File: src/rtl/multicycle_ctrl.sv
// multicycle_ctrl
//   Multi-cycle sequencer for the RV32I subset (addi, bne, lw). Steps the
//   shared datapath through FETCH/DECODE/EXEC/MEM/WB with ready handshakes
//   to the instruction and data memories, flags illegal instructions and
//   memory timeouts, and counts retired instructions.
//
// Ports
//   clk, rst                 clock (rising edge), async active-high reset
//   op, funct3               IR fields, valid from DECODE onward
//   EQ                       ALU equal flag, valid in EXEC
//   imem_ready, dmem_ready   memory data-valid handshakes
//   imem_req, dmem_req       fetch / load requests
//   IRWrite, PCWrite, PCsrc  IR load, PC update, PC source (1 = branch target)
//   RegWrite                 register file write enable
//   ALUctrl, ALUsrc, ImmSrc  ALU operation, operand B select, immediate format
//   Resultsrc                write-back source (1 = memory data)
//   illegal, timeout         sticky error flags
//   retired                  retired-instruction count (wraps)
//   state_o                  current state encoding
//
// state  | meaning
// -------+-----------------------------------------------------------
// FETCH  | request instruction, load IR when imem_ready
// DECODE | classify {op, funct3}, latch class or halt as illegal
// EXEC   | ALU step; bne retires here with the branch decision
// MEM    | lw only, wait for dmem_ready
// WB     | register write, PC+4, retire
// HALT   | dead until reset (illegal or timeout)

module multicycle_ctrl #(
  parameter int CNT_W   = 32,
  parameter int TIMEOUT = 16
) (
  input  logic             clk,
  input  logic             rst,
  input  logic [6:0]       op,
  input  logic [2:0]       funct3,
  input  logic             EQ,
  input  logic             imem_ready,
  input  logic             dmem_ready,
  output logic             imem_req,
  output logic             dmem_req,
  output logic             IRWrite,
  output logic             PCWrite,
  output logic             PCsrc,
  output logic             RegWrite,
  output logic [2:0]       ALUctrl,
  output logic             ALUsrc,
  output logic [1:0]       ImmSrc,
  output logic             Resultsrc,
  output logic             illegal,
  output logic             timeout,
  output logic [CNT_W-1:0] retired,
  output logic [2:0]       state_o
);

  typedef enum logic [2:0] {
    S_FETCH  = 3'd0,
    S_DECODE = 3'd1,
    S_EXEC   = 3'd2,
    S_MEM    = 3'd3,
    S_WB     = 3'd4,
    S_HALT   = 3'd7
  } state_t;

  typedef enum logic [1:0] {
    C_NONE = 2'd0,
    C_ADDI = 2'd1,
    C_LW   = 2'd2,
    C_BNE  = 2'd3
  } cls_t;

  localparam int                WAIT_W    = (TIMEOUT > 1) ? $clog2(TIMEOUT) : 1;
  localparam bit                TO_EN     = (TIMEOUT > 0);
  localparam logic [WAIT_W-1:0] WAIT_LAST = WAIT_W'(TIMEOUT - 1);

  state_t            state, state_next;
  cls_t              cls, cls_next, dec_cls;
  logic [WAIT_W-1:0] wait_cnt;
  logic              wait_inc;
  logic              retire, set_illegal, set_timeout;

  logic       imem_req_d, dmem_req_d, irwrite_d, pcwrite_d, pcsrc_d;
  logic       regwrite_d, alusrc_d, resultsrc_d;
  logic [2:0] aluctrl_d;
  logic [1:0] immsrc_d;

  always_comb begin
    unique case ({op, funct3})
      {7'b0010011, 3'b000}: dec_cls = C_ADDI;
      {7'b0000011, 3'b010}: dec_cls = C_LW;
      {7'b1100011, 3'b001}: dec_cls = C_BNE;
      default:              dec_cls = C_NONE;
    endcase
  end

  always_ff @(posedge clk or posedge rst) begin
    if (rst) begin
      state    <= S_FETCH;
      cls      <= C_NONE;
      wait_cnt <= '0;
      retired  <= '0;
      illegal  <= 1'b0;
      timeout  <= 1'b0;
    end else begin
      state    <= state_next;
      cls      <= cls_next;
      // Anything other than a stall in FETCH/MEM clears the counter, so it
      // always starts from zero on entry to either waiting state.
      wait_cnt <= wait_inc ? wait_cnt + WAIT_W'(1) : '0;
      if (retire)      retired <= retired + CNT_W'(1);
      if (set_illegal) illegal <= 1'b1;
      if (set_timeout) timeout <= 1'b1;
    end
  end

  always_comb begin
    state_next  = state;
    cls_next    = cls;
    wait_inc    = 1'b0;
    retire      = 1'b0;
    set_illegal = 1'b0;
    set_timeout = 1'b0;
    imem_req_d  = 1'b0;
    dmem_req_d  = 1'b0;
    irwrite_d   = 1'b0;
    pcwrite_d   = 1'b0;
    pcsrc_d     = 1'b0;
    regwrite_d  = 1'b0;
    aluctrl_d   = 3'b000;
    alusrc_d    = 1'b0;
    immsrc_d    = 2'b00;
    resultsrc_d = 1'b0;

    unique case (state)
      S_FETCH: begin
        imem_req_d = 1'b1;
        // Ready in the last allowed cycle still wins over the timeout.
        if (imem_ready) begin
          irwrite_d  = 1'b1;
          state_next = S_DECODE;
        end else if (TO_EN && wait_cnt == WAIT_LAST) begin
          set_timeout = 1'b1;
          state_next  = S_HALT;
        end else begin
          wait_inc = 1'b1;
        end
      end

      S_DECODE: begin
        if (dec_cls == C_NONE) begin
          set_illegal = 1'b1;
          state_next  = S_HALT;
        end else begin
          cls_next   = dec_cls;
          state_next = S_EXEC;
        end
      end

      S_EXEC: begin
        unique case (cls)
          C_ADDI: begin
            alusrc_d   = 1'b1;
            state_next = S_WB;
          end
          C_LW: begin
            alusrc_d   = 1'b1;
            state_next = S_MEM;
          end
          C_BNE: begin
            aluctrl_d  = 3'b001;
            immsrc_d   = 2'b10;
            pcwrite_d  = 1'b1;
            pcsrc_d    = ~EQ;
            retire     = 1'b1;
            state_next = S_FETCH;
          end
          default: state_next = S_HALT;
        endcase
      end

      S_MEM: begin
        dmem_req_d = 1'b1;
        alusrc_d   = 1'b1;
        if (dmem_ready) begin
          state_next = S_WB;
        end else if (TO_EN && wait_cnt == WAIT_LAST) begin
          set_timeout = 1'b1;
          state_next  = S_HALT;
        end else begin
          wait_inc = 1'b1;
        end
      end

      S_WB: begin
        regwrite_d  = 1'b1;
        resultsrc_d = (cls == C_LW);
        pcwrite_d   = 1'b1;
        retire      = 1'b1;
        state_next  = S_FETCH;
      end

      S_HALT: state_next = S_HALT;

      default: state_next = S_HALT;
    endcase
  end

  // Strobes are masked while reset is high so nothing leaks out of the
  // FETCH decode during the reset pulse itself.
  assign imem_req  = imem_req_d  & ~rst;
  assign dmem_req  = dmem_req_d  & ~rst;
  assign IRWrite   = irwrite_d   & ~rst;
  assign PCWrite   = pcwrite_d   & ~rst;
  assign PCsrc     = pcsrc_d     & ~rst;
  assign RegWrite  = regwrite_d  & ~rst;
  assign ALUctrl   = rst ? 3'b000 : aluctrl_d;
  assign ALUsrc    = alusrc_d    & ~rst;
  assign ImmSrc    = rst ? 2'b00  : immsrc_d;
  assign Resultsrc = resultsrc_d & ~rst;
  assign state_o   = state;

endmodule

File: config.mk
export PLATFORM = sky130hd
export DESIGN_NAME = multicycle_ctrl
export DESIGN_NICKNAME = d
export VERILOG_FILES = /design/src/rtl/multicycle_ctrl.sv
export SDC_FILE = /design/constraint.sdc
export NUM_CORES = 1
export LEC_CHECK = 0
export ABC_AREA = 1
export BUFFER_PORTS_ARGS = -buffer_cell sky130_fd_sc_hd__buf_2
export CELL_PAD_IN_SITES_DETAIL_PLACEMENT = 1
export CELL_PAD_IN_SITES_GLOBAL_PLACEMENT = 1
export CORE_MARGIN = 4
export CORE_UTILIZATION = 40
export CTS_BUF_LIST = sky130_fd_sc_hd__clkbuf_2
export CTS_CLUSTER_SIZE = 25
export DETAILED_ROUTE_END_ITERATION = 10
export GPL_ROUTABILITY_DRIVEN = 0
export HOLD_SLACK_MARGIN = 0.08
export PLACE_DENSITY = 0.83
export SLEW_MARGIN = 20
export SYNTH_ARGS = -nofsm -noshare
export SYNTH_HDL_FRONTEND = slang
export SYNTH_SLANG_ARGS = --single-unit
File: constraint.sdc
create_clock -name clk -period 2.3 [get_ports clk]
set_input_delay 0.23 -clock clk [delete_from_list [all_inputs] [get_ports clk]]
set_output_delay 0.23 -clock clk [all_outputs]
set_load 0.05 [all_outputs]
==> results of run 1 <==
[what timing repair did]
action | 4_1_cts | 5_1_grt
hold endpoints to repair | 43 | 0
buffers inserted | 0 | 0
hold buffers | 1 | 0
[critical path, delay by kind of cell, from the launching register on]
family	cells	cell delay, ns
buf+inv	2	0.40
flops	1	0.51
simple gates	4	0.50
[registers in the layout, summed over array words and instances (netlist names)]
| name | count |
|---|---|
| cls | 2 |
| illegal | 1 |
| retired | 32 |
| state_o | 3 |
| timeout | 1 |
| wait_cnt | 4 |
[cell usage in the layout (no fill, tap or decap), types with 4 or more instances in the layout]
| cell type | n |
|---|---|
| buf_2 | 61 |
| clkbuf_2 | 6 |
| dfrtp_1 | 43 |
| ha_1 | 6 |
| inv_1 | 38 |
| nand2_1 | 104 |
| nand2_2 | 5 |
| nand3_1 | 21 |
| nand3_2 | 4 |
| nand3b_1 | 7 |
| nand4_1 | 6 |
| nor2_1 | 42 |
| nor2_2 | 7 |
| nor2_4 | 5 |
| nor3_1 | 7 |
| o21ai_0 | 5 |
| xnor2_1 | 13 |
| xor2_1 | 4 |
[report_power, final]
part	switching, mW	internal, mW
clock	0.253	0.0775
sequential	0	0.757
combinational	0.0393	0.0143
[stage by stage]
step | hold slack (ns) | std cells | setup WS, ns | area [sq um] | utilization, %
floorplan | 0.4329 | 347 | 0.04620 | 2671 | -
global placement | 0.4344 | 479 | 0.7841 | 3015 | 47.22
detailed placement | 0.4548 | 479 | 0.7135 | 3015 | 47.22
CTS | 0.1713 | 488 | 0.2432 | 3068 | 48.04
global route | 0.1775 | 488 | 0.1149 | 3068 | 48.04
finish | 0.2003 | 488 | 0.2787 | 3068 | 48.04
[cell type report]
| class | instances | area share, % |
|---|---|---|
| Clock inverter | 2 | 0.4078 |
| Multi-Input combinational cell | 254 | 44.33 |
| Sequential cell | 43 | 35.07 |
| Inverter | 43 | 5.546 |
| Timing Repair Buffer | 63 | 10.52 |
| Clock buffer | 6 | 0.9788 |
| Tap cell | 77 | 3.140 |
[worst min-delay path by stage]
stage | startpoint | end | slack, ns | cells after the start
floorplan | wait_cnt[0] | wait_cnt[0] | 0.43 | 1
global placement | timeout | timeout | 0.43 | 1
global route | imem_ready | state_o[2] | 0.18 | 4
CTS | dmem_ready | state_o[2] | 0.17 | 5
finish | dmem_ready | state_o[2] | 0.20 | 5
detailed placement | wait_cnt[0] | wait_cnt[0] | 0.45 | 1
[cells by family (layout without fill, tap and decap cells)]
kind of cell | after synthesis | after routing | synth area share (%)
adders and majority gates | 6 | 6 | 2.830
buffers and inverters | 50 | 114 | 8.726
xor gates and xnor gates | 18 | 18 | 6.226
AOI/OAI and AO/OA | 12 | 12 | 2.406
DFF | 43 | 43 | 40.57
and+or+nand+nor | 215 | 215 | 39.10
other | 1 | 3 | 0.1414
[per-layer routing]
metal / up-vias / wire length (microns) / track usage, % / part of all wire (%)
met5: - / 0 / 0 / 0
met4: 0 / 68 / 4.195 / 1.0
met3: 4 / 247 / 2.949 / 3.7
met2: 47 / 3352 / 30.68 / 51
met1: 1166 / 2954 / 23.40 / 45
li1: 1199 / - / - / -
==> impl_metrics.csv, run 1 <==
group,metric,value,unit
clock_network,clock_latency,0.41,ns
route,first_iter_violations,117,
floorplan,dieArea,7999,sq um
clock_network,path_clk_slew,0.20,ns
route,via_count,2416,
synthesis,synth_edf_count,0,
clock_network,cts_root_buf,"clkbuf_2",
synthesis,yosys.area.top_type,"dfrtp_1",
clock_network,numCtsBuffers,5,
setup_path,critPathMostFrequentCell,"nor2_1",
timing,fin_crit_sh,87.88,%
timing,finalClockSkew,0.02356,ns
layout,multiInputGateArea,1360,sq um
power,finalPower,1.142,mW
synthesis,syn_area,2653,sq um
timing,tightestPinTransition,0.5584,ns
layout,register_area,1076,sq um
layout,drive_above_1_share,25.06,%
synthesis,synth.top_cell.area_share,40.57,%
placed_design,port_buffers,61,
floorplan,die_y,89.44,microns
global_route,grt_max_degree,44,
setup_path,crit_path_max_fanout,7,
floorplan,coreArea,6386,sq um
timing,slew_viol_final,0,
synthesis,synth_common_cells,"nand2_1 (104), dfrtp_1 (43), nor2_1 (43)",
layout,fillers,847,
route,viasPerCell,4.951,
synthesis,async_flop_share,100.0,%
route,drc,0,
synthesis,synth_seq_cells,43,
global_route,grt_pass1_vias,2403,
setup_path,critPathKind,"register to output port",
clock_network,htree_levels,2,
floorplan,rows,29,
synthesis,synth_area_per_cell,7.689,sq um
power,power.density,372.2,nW/um^2
route,wire_per_inst,13.57,microns
power,irDropWorstVdd,0.1872,mV
synthesis,synthDistinctLibCells,33,
timing,hold_violations,0,
route,first_pass_iters,4,
setup_path,crit_start,"state_o[0]",
power,p_leak,1.678,nW
global_route,grt_pass1_wl,11.27,mm
global_route,grt_util_all_layers,17.84,%
setup_path,slowest_delay,0.51,ns
floorplan,start_util,41.54,%
timing,rsz0062_at_grt,"false",
timing,final.setup.tns,0,ns
synthesis,yosysSeqAreaShare,40.57,%
clock_network,cts_tree,"done",
setup_path,crit_path_end,"PCWrite",
placed_design,dp_hpwl,5.321,mm
setup_path,start_kind,"register",
setup_path,r2r-end,"retired[26]",
route,routed_wirelength,6.622,mm
timing,max_freq,0.4947,GHz
setup_path,critPathRequiredTime,2.07,ns
global_route,grt_overflow_total,0,
synthesis,yosysMostFrequentCell,"nand2_1",
setup_path,cp_slowest_cell,"dfrtp_1",
global_route,antenna_found_initial,0,
layout,antenna_cells,0,
synthesis,synth_area_leaders,"dfrtp_1 (41%), nand2_1 (15%), nor2_1 (6.1%), inv_1 (5.5%), xnor2_1 (4.3%)",
floorplan,io_pins,65,
outcome,status,"complete, no violations",
synthesis,ys_warn_count,0,
floorplan,die_x,89.44,microns
layout,area_growth,15.66,%
setup_path,r2r_setup_slack,0.70,ns
min_path,hp-class,"primary input to register",
layout,num-nets-final,431,
setup_path,r2r_start,"retired[0]",
clock_network,cts_buffer_depth,2,
setup_path,crit_chain,"inv_2 -> nand3_1 -> nor2_1 -> nor2_4 -> nor2_1 -> buf_2",
setup_path,cp-end-kind,"output port",
synthesis,syn_inst,345,
timing,slew_headroom,62.78,%
timing,post-route-min-period,2.021,ns
timing,setup_viol,0,
run,cap_violations,0,
clock_network,cts_resized,0,
route,final_antenna_net_count,0,
setup_path,r2r_cells,10,
setup_path,worstPathArrival,1.79,ns
clock_network,cts_sinks,43,
synthesis,synth_flop_cell,"dfrtp_1",
(Power assumes the default switching activity.)
==> inputs of run 2 (changes only) <==
- RECOVER_POWER: not set -> 25
==> impl_metrics.csv, run 2 (synthesis gave the netlist of run 1 again) <==
group,metric,value,unit
power,p_leak,1.675,nW
min_path,holdPathStages,5,
placed_design,port_buffers,61,
setup_path,cp-end-kind,"output port",
run,cap_violations,0,
timing,rsz0062_at_grt,"false",
floorplan,dieArea,7999,sq um
route,drc,0,
route,wire_per_inst,13.57,microns
floorplan,die_y,89.44,microns
timing,finalClockSkew,0.02088,ns
clock_network,path_clk_slew,0.20,ns
setup_path,critPathMostFrequentCell,"nor2_1",
setup_path,critPathRequiredTime,2.07,ns
global_route,grt_util_all_layers,17.84,%
layout,drive_above_1_share,24.82,%
layout,num-nets-final,431,
layout,register_area,1076,sq um
floorplan,io_pins,65,
setup_path,crit_chain,"inv_2 -> nand3_1 -> nor2_1 -> nor2_4 -> nor2_1 -> buf_2",
timing,slew_viol_final,0,
setup_path,worstSetupPathDepth,6,
setup_path,cpLargestDelayFamily,"flip-flops",
clock_network,cts_tree,"done",
setup_path,critPathKind,"register to output port",
floorplan,start_util,41.54,%
global_route,antenna_found_initial,0,
timing,slew_headroom,27.25,%
timing,hold_slack,0.1964,ns
layout,antenna_cells,0,
timing,hold_violations,0,
timing,setup_viol,0,
timing,tightestPinTransition,1.091,ns
layout,layout_common_cells,"nand2_1 (104), buf_2 (60), dfrtp_1 (43)",
setup_path,start_kind,"register",
route,final_antenna_net_count,0,
clock_network,cts_root_buf,"clkbuf_2",
clock_network,cts_resized,0,
layout,area_growth,15.52,%
min_path,hold_end,"state_o[2]",
power,power.density,372.1,nW/um^2
clock_network,hold_buffers,1,
setup_path,slowest_delay,0.51,ns
outcome,status,"complete, no violations",
setup_path,cp_slowest_cell,"dfrtp_1",
timing,final.setup.tns,0,ns
layout,regMostFlops,"retired",
clock_network,post_cts_buffers,0,
min_path,hp-class,"primary input to register",
placed_design,dp_slack,0.7135,ns
global_route,grt_max_degree,44,
floorplan,coreArea,6386,sq um
layout,fillers,845,
clock_network,cts_sinks,43,
setup_path,r2r-end,"retired[26]",
route,via_count,2417,
clock_network,cts_buffer_depth,2,
timing,setup_slack,0.2783,ns
route,first_iter_violations,128,
setup_path,crit_path_max_fanout,7,
route,first_pass_iters,4,
route,viasPerCell,4.953,
setup_path,crit_buf_inv,2,
setup_path,r2r_start,"retired[0]",
placed_design,dp_hpwl,5.321,mm
floorplan,die_x,89.44,microns
clock_network,clock_latency,0.41,ns
global_route,grt_pass1_wl,11.27,mm
global_route,grt_pass1_vias,2403,
timing,max_freq,0.4946,GHz
clock_network,htree_levels,2,
min_path,hp-start,"dmem_ready",
setup_path,r2r_cells,10,
setup_path,r2r_setup_slack,0.70,ns
global_route,grt_overflow_total,0,
clock_network,numCtsBuffers,5,
power,irDropWorstVdd,0.1872,mV
layout,final_common_cell,"nand2_1",
timing,post-route-min-period,2.022,ns
layout,largest_reg_flops,32,
floorplan,rows,29,
timing,fin_crit_sh,87.90,%
layout,multiInputGateArea,1360,sq um
route,routed_wirelength,6.622,mm
setup_path,worstPathArrival,1.79,ns
run 2: changes by cell type in the layout (fill, tap and decap cells not counted):
cell      before  now
buf_4          1    0
buf_2         61   60
clkbuf_1       0    1
clkbuf_2       6    7
run 2: area by class of cell:
type | count | share of cell area [%]
flip-flops and latches | 43 | 35.12
clock inverters | 2 | 0.4083
multi-input cells | 254 | 44.39
repair buffers | 63 | 10.41
inverters | 43 | 5.553
clock buffers | 6 | 0.9800
well taps | 77 | 3.144
run 2: worst min-delay path, stage by stage:
cell     delay (ns)
buf_2          0.09
o21ai_0        0.08
nand3_1        0.07
nor2_1         0.05
nand2_1        0.05
run 2: routing by layer:
| metal | wire length (microns) | part of all wire, % | track usage, % |
|---|---|---|---|
| met5 | 0 | 0 | 0 |
| met4 | 68 | 1.0 | 4.195 |
| met3 | 244 | 3.7 | 2.949 |
| met2 | 3356 | 51 | 30.68 |
| met1 | 2954 | 45 | 23.40 |
run 2: power by group:
part	switching (mW)	internal (mW)	total, mW	leakage, nW
clock	0.253	0.0775	0.330	0.0290
sequential	0	0.758	0.758	0.580
combinational	0.0392	0.0134	0.0526	1.07
run 2: worst max-delay path by stage:
stage	start	end	slack, ns
floorplan	state_o[1]	IRWrite	0.05
global route	state_o[0]	PCWrite	0.11
detailed placement	retired[0]	retired[26]	0.71
global placement	retired[0]	retired[26]	0.78
CTS	state_o[1]	PCWrite	0.24
finish	state_o[0]	PCWrite	0.28
run 2: per-stage QoR:
step | instance area, sq um | cells | power, mW | util [%]
final | 3064 | 488 | 1.140 | 47.98
after global routing | 3064 | 488 | 1.218 | 47.98
after CTS | 3068 | 488 | 1.167 | 48.04
after detailed placement | 3015 | 479 | 0.8242 | 47.22
after global placement | 3015 | 479 | 0.8224 | 47.22
after floorplan | 2671 | 347 | 0.8068 | -
==> inputs of run 3 (changes only) <==
- BUFFER_PORTS_ARGS: -buffer_cell sky130_fd_sc_hd__buf_2 -> -buffer_cell sky130_fd_sc_hd__clkbuf_2
==> impl_metrics.csv, run 3 (synthesis gave the netlist of run 1 again) <==
group,metric,value,unit
outcome,status,"complete, no violations",
setup_path,slowest_delay,0.50,ns
placed_design,port_buffers,61,
timing,fin_crit_sh,89.84,%
route,first_iter_violations,97,
layout,area_growth,15.05,%
clock_network,hold_buffers,0,
power,p_leak,1.642,nW
run,cap_violations,0,
global_route,grt_overflow_total,0,
route,wire_per_inst,13.71,microns
route,drc,0,
power,intPower,852.8,uW
clock_network,path_clk_slew,0.21,ns
timing,rsz0062_at_grt,"false",
power,power.density,373.9,nW/um^2
setup_path,cp_slowest_cell,"dfrtp_1",
clock_network,post_cts_buffers,0,
global_route,grt_pass1_vias,2535,
global_route,grt_max_degree,44,
setup_path,crit_path_max_fanout,7,
clock_network,cts_buffer_depth,2,
timing,final.setup.tns,0,ns
global_route,antenna_found_initial,0,
timing,post-route-min-period,2.066,ns
clock_network,cts_tree,"done",
layout,final_common_cell,"nand2_1",
timing,finalClockSkew,0.009839,ns
power,p_seq_share,66.4,%
setup_path,critPathRequiredTime,2.07,ns
floorplan,io_pins,65,
route,routed_wirelength,6.676,mm
clock_network,cts_resized,0,
floorplan,die_y,89.44,microns
layout,largest_reg_flops,32,
layout,antenna_cells,0,
timing,slew_headroom,26.06,%
clock_network,numCtsBuffers,5,
power,irDropWorstVdd,0.1803,mV
setup_path,cp-end-kind,"output port",
power,comb_power_share,4.5,%
global_route,grt_util_all_layers,17.82,%
layout,drive_above_1_share,24.88,%
clock_network,clock_latency,0.40,ns
placed_design,dp_hpwl,5.318,mm
floorplan,coreArea,6386,sq um
floorplan,dieArea,7999,sq um
route,first_pass_iters,4,
timing,hold_violations,0,
global_route,grt_pass1_wl,11.31,mm
power,power_frac_clock,29.1,%
route,final_antenna_net_count,0,
clock_network,cts_root_buf,"clkbuf_2",
power,finalPower,1.141,mW
timing,tightestPinTransition,1.109,ns
layout,layout_common_cells,"nand2_1 (104), clkbuf_2 (68), dfrtp_1 (43)",
layout,num-nets-final,430,
timing,max_freq,0.4840,GHz
clock_network,cts_sinks,43,
route,via_count,2431,
power,swShare,25.26,%
placed_design,dp_slack,0.6731,ns
setup_path,critPathKind,"register to output port",
layout,regMostFlops,"retired",
power,power.net_switching,288.3,uW
min_path,hp-class,"primary input to register",
timing,setup_slack,0.2337,ns
setup_path,worstPathArrival,1.84,ns
clock_network,htree_levels,2,
floorplan,start_util,41.54,%
timing,slew_viol_final,0,
setup_path,start_kind,"register",
floorplan,die_x,89.44,microns
route,viasPerCell,4.992,
floorplan,rows,29,
timing,setup_viol,0,
setup_path,crit_chain,"nor2_2 -> nand2_2 -> inv_1 -> nor2_4 -> nor2_1 -> clkbuf_2",
run 3: changes by cell type in the layout (fill, tap and decap cells not counted):
cell,change
clkbuf_2,+61
buf_2,-60
clkinvlp_4,-1
dlygate4sd3_1,-1
run 3: worst max-delay path: cells and delay by family, from the launching register on:
kind	cells	cell delay (ns)
and+or+nand+nor	4	0.51
DFF	1	0.50
buffers and inverters	2	0.42
run 3: power by group through the flow:
stage / clock [mW] / sequential (mW) / combinational (mW)
floorplan: 0 / 0.770 / 0.0364
global placement: 0 / 0.770 / 0.0521
detailed placement: 0 / 0.770 / 0.0542
CTS: 0.348 / 0.758 / 0.0542
global route: 0.375 / 0.758 / 0.0592
finish: 0.332 / 0.757 / 0.0515
run 3: metrics by stage:
| stage | instance area [sq um] | util (%) | std cells | hold WS, ns |
|---|---|---|---|---|
| 3_5_place_dp | 3015 | 47.22 | 479 | 0.4590 |
| 6_report | 3052 | 47.79 | 487 | 0.1838 |
| 3_3_place_gp | 3015 | 47.22 | 479 | 0.4380 |
| 4_1_cts | 3055 | 47.84 | 487 | 0.09277 |
| 5_1_grt | 3052 | 47.79 | 487 | 0.1724 |
| 2_1_floorplan | 2671 | - | 347 | 0.4329 |
run 3: layout make-up:
type	count	area, sq um
clock buffers	7	35.03
clock inverters	1	5.005
fillers	846	3334
inverters	43	170.2
multi-input cells	254	1360
flip-flops and latches	43	1076
well taps	77	96.34
repair buffers	62	309.0
run 3: final timing paths:
check                       startpoint           to  slack [ns]  cells past startpoint
min                         dmem_ready   state_o[2]        0.18                      5
max reg2reg                 retired[0]  retired[26]        0.66                     10
min in group asynchronous          rst   retired[1]        0.38                      3
min reg2reg                wait_cnt[0]  wait_cnt[0]        0.48                      1
max                         state_o[1]      PCWrite        0.23                      6
max in group asynchronous          rst   retired[9]        1.26                      3
run 3: metal layers:
layer  global-route usage (%)  routed length [microns]  up-vias  part of all wire, %
met5                        0                        0        -                    0
met4                    5.413                      111        0                  1.7
met3                    2.212                      204       10                  3.1
met2                    32.82                     3400       44                   51
met1                    21.49                     2960     1185                   44
li1                         -                        -     1192                    -
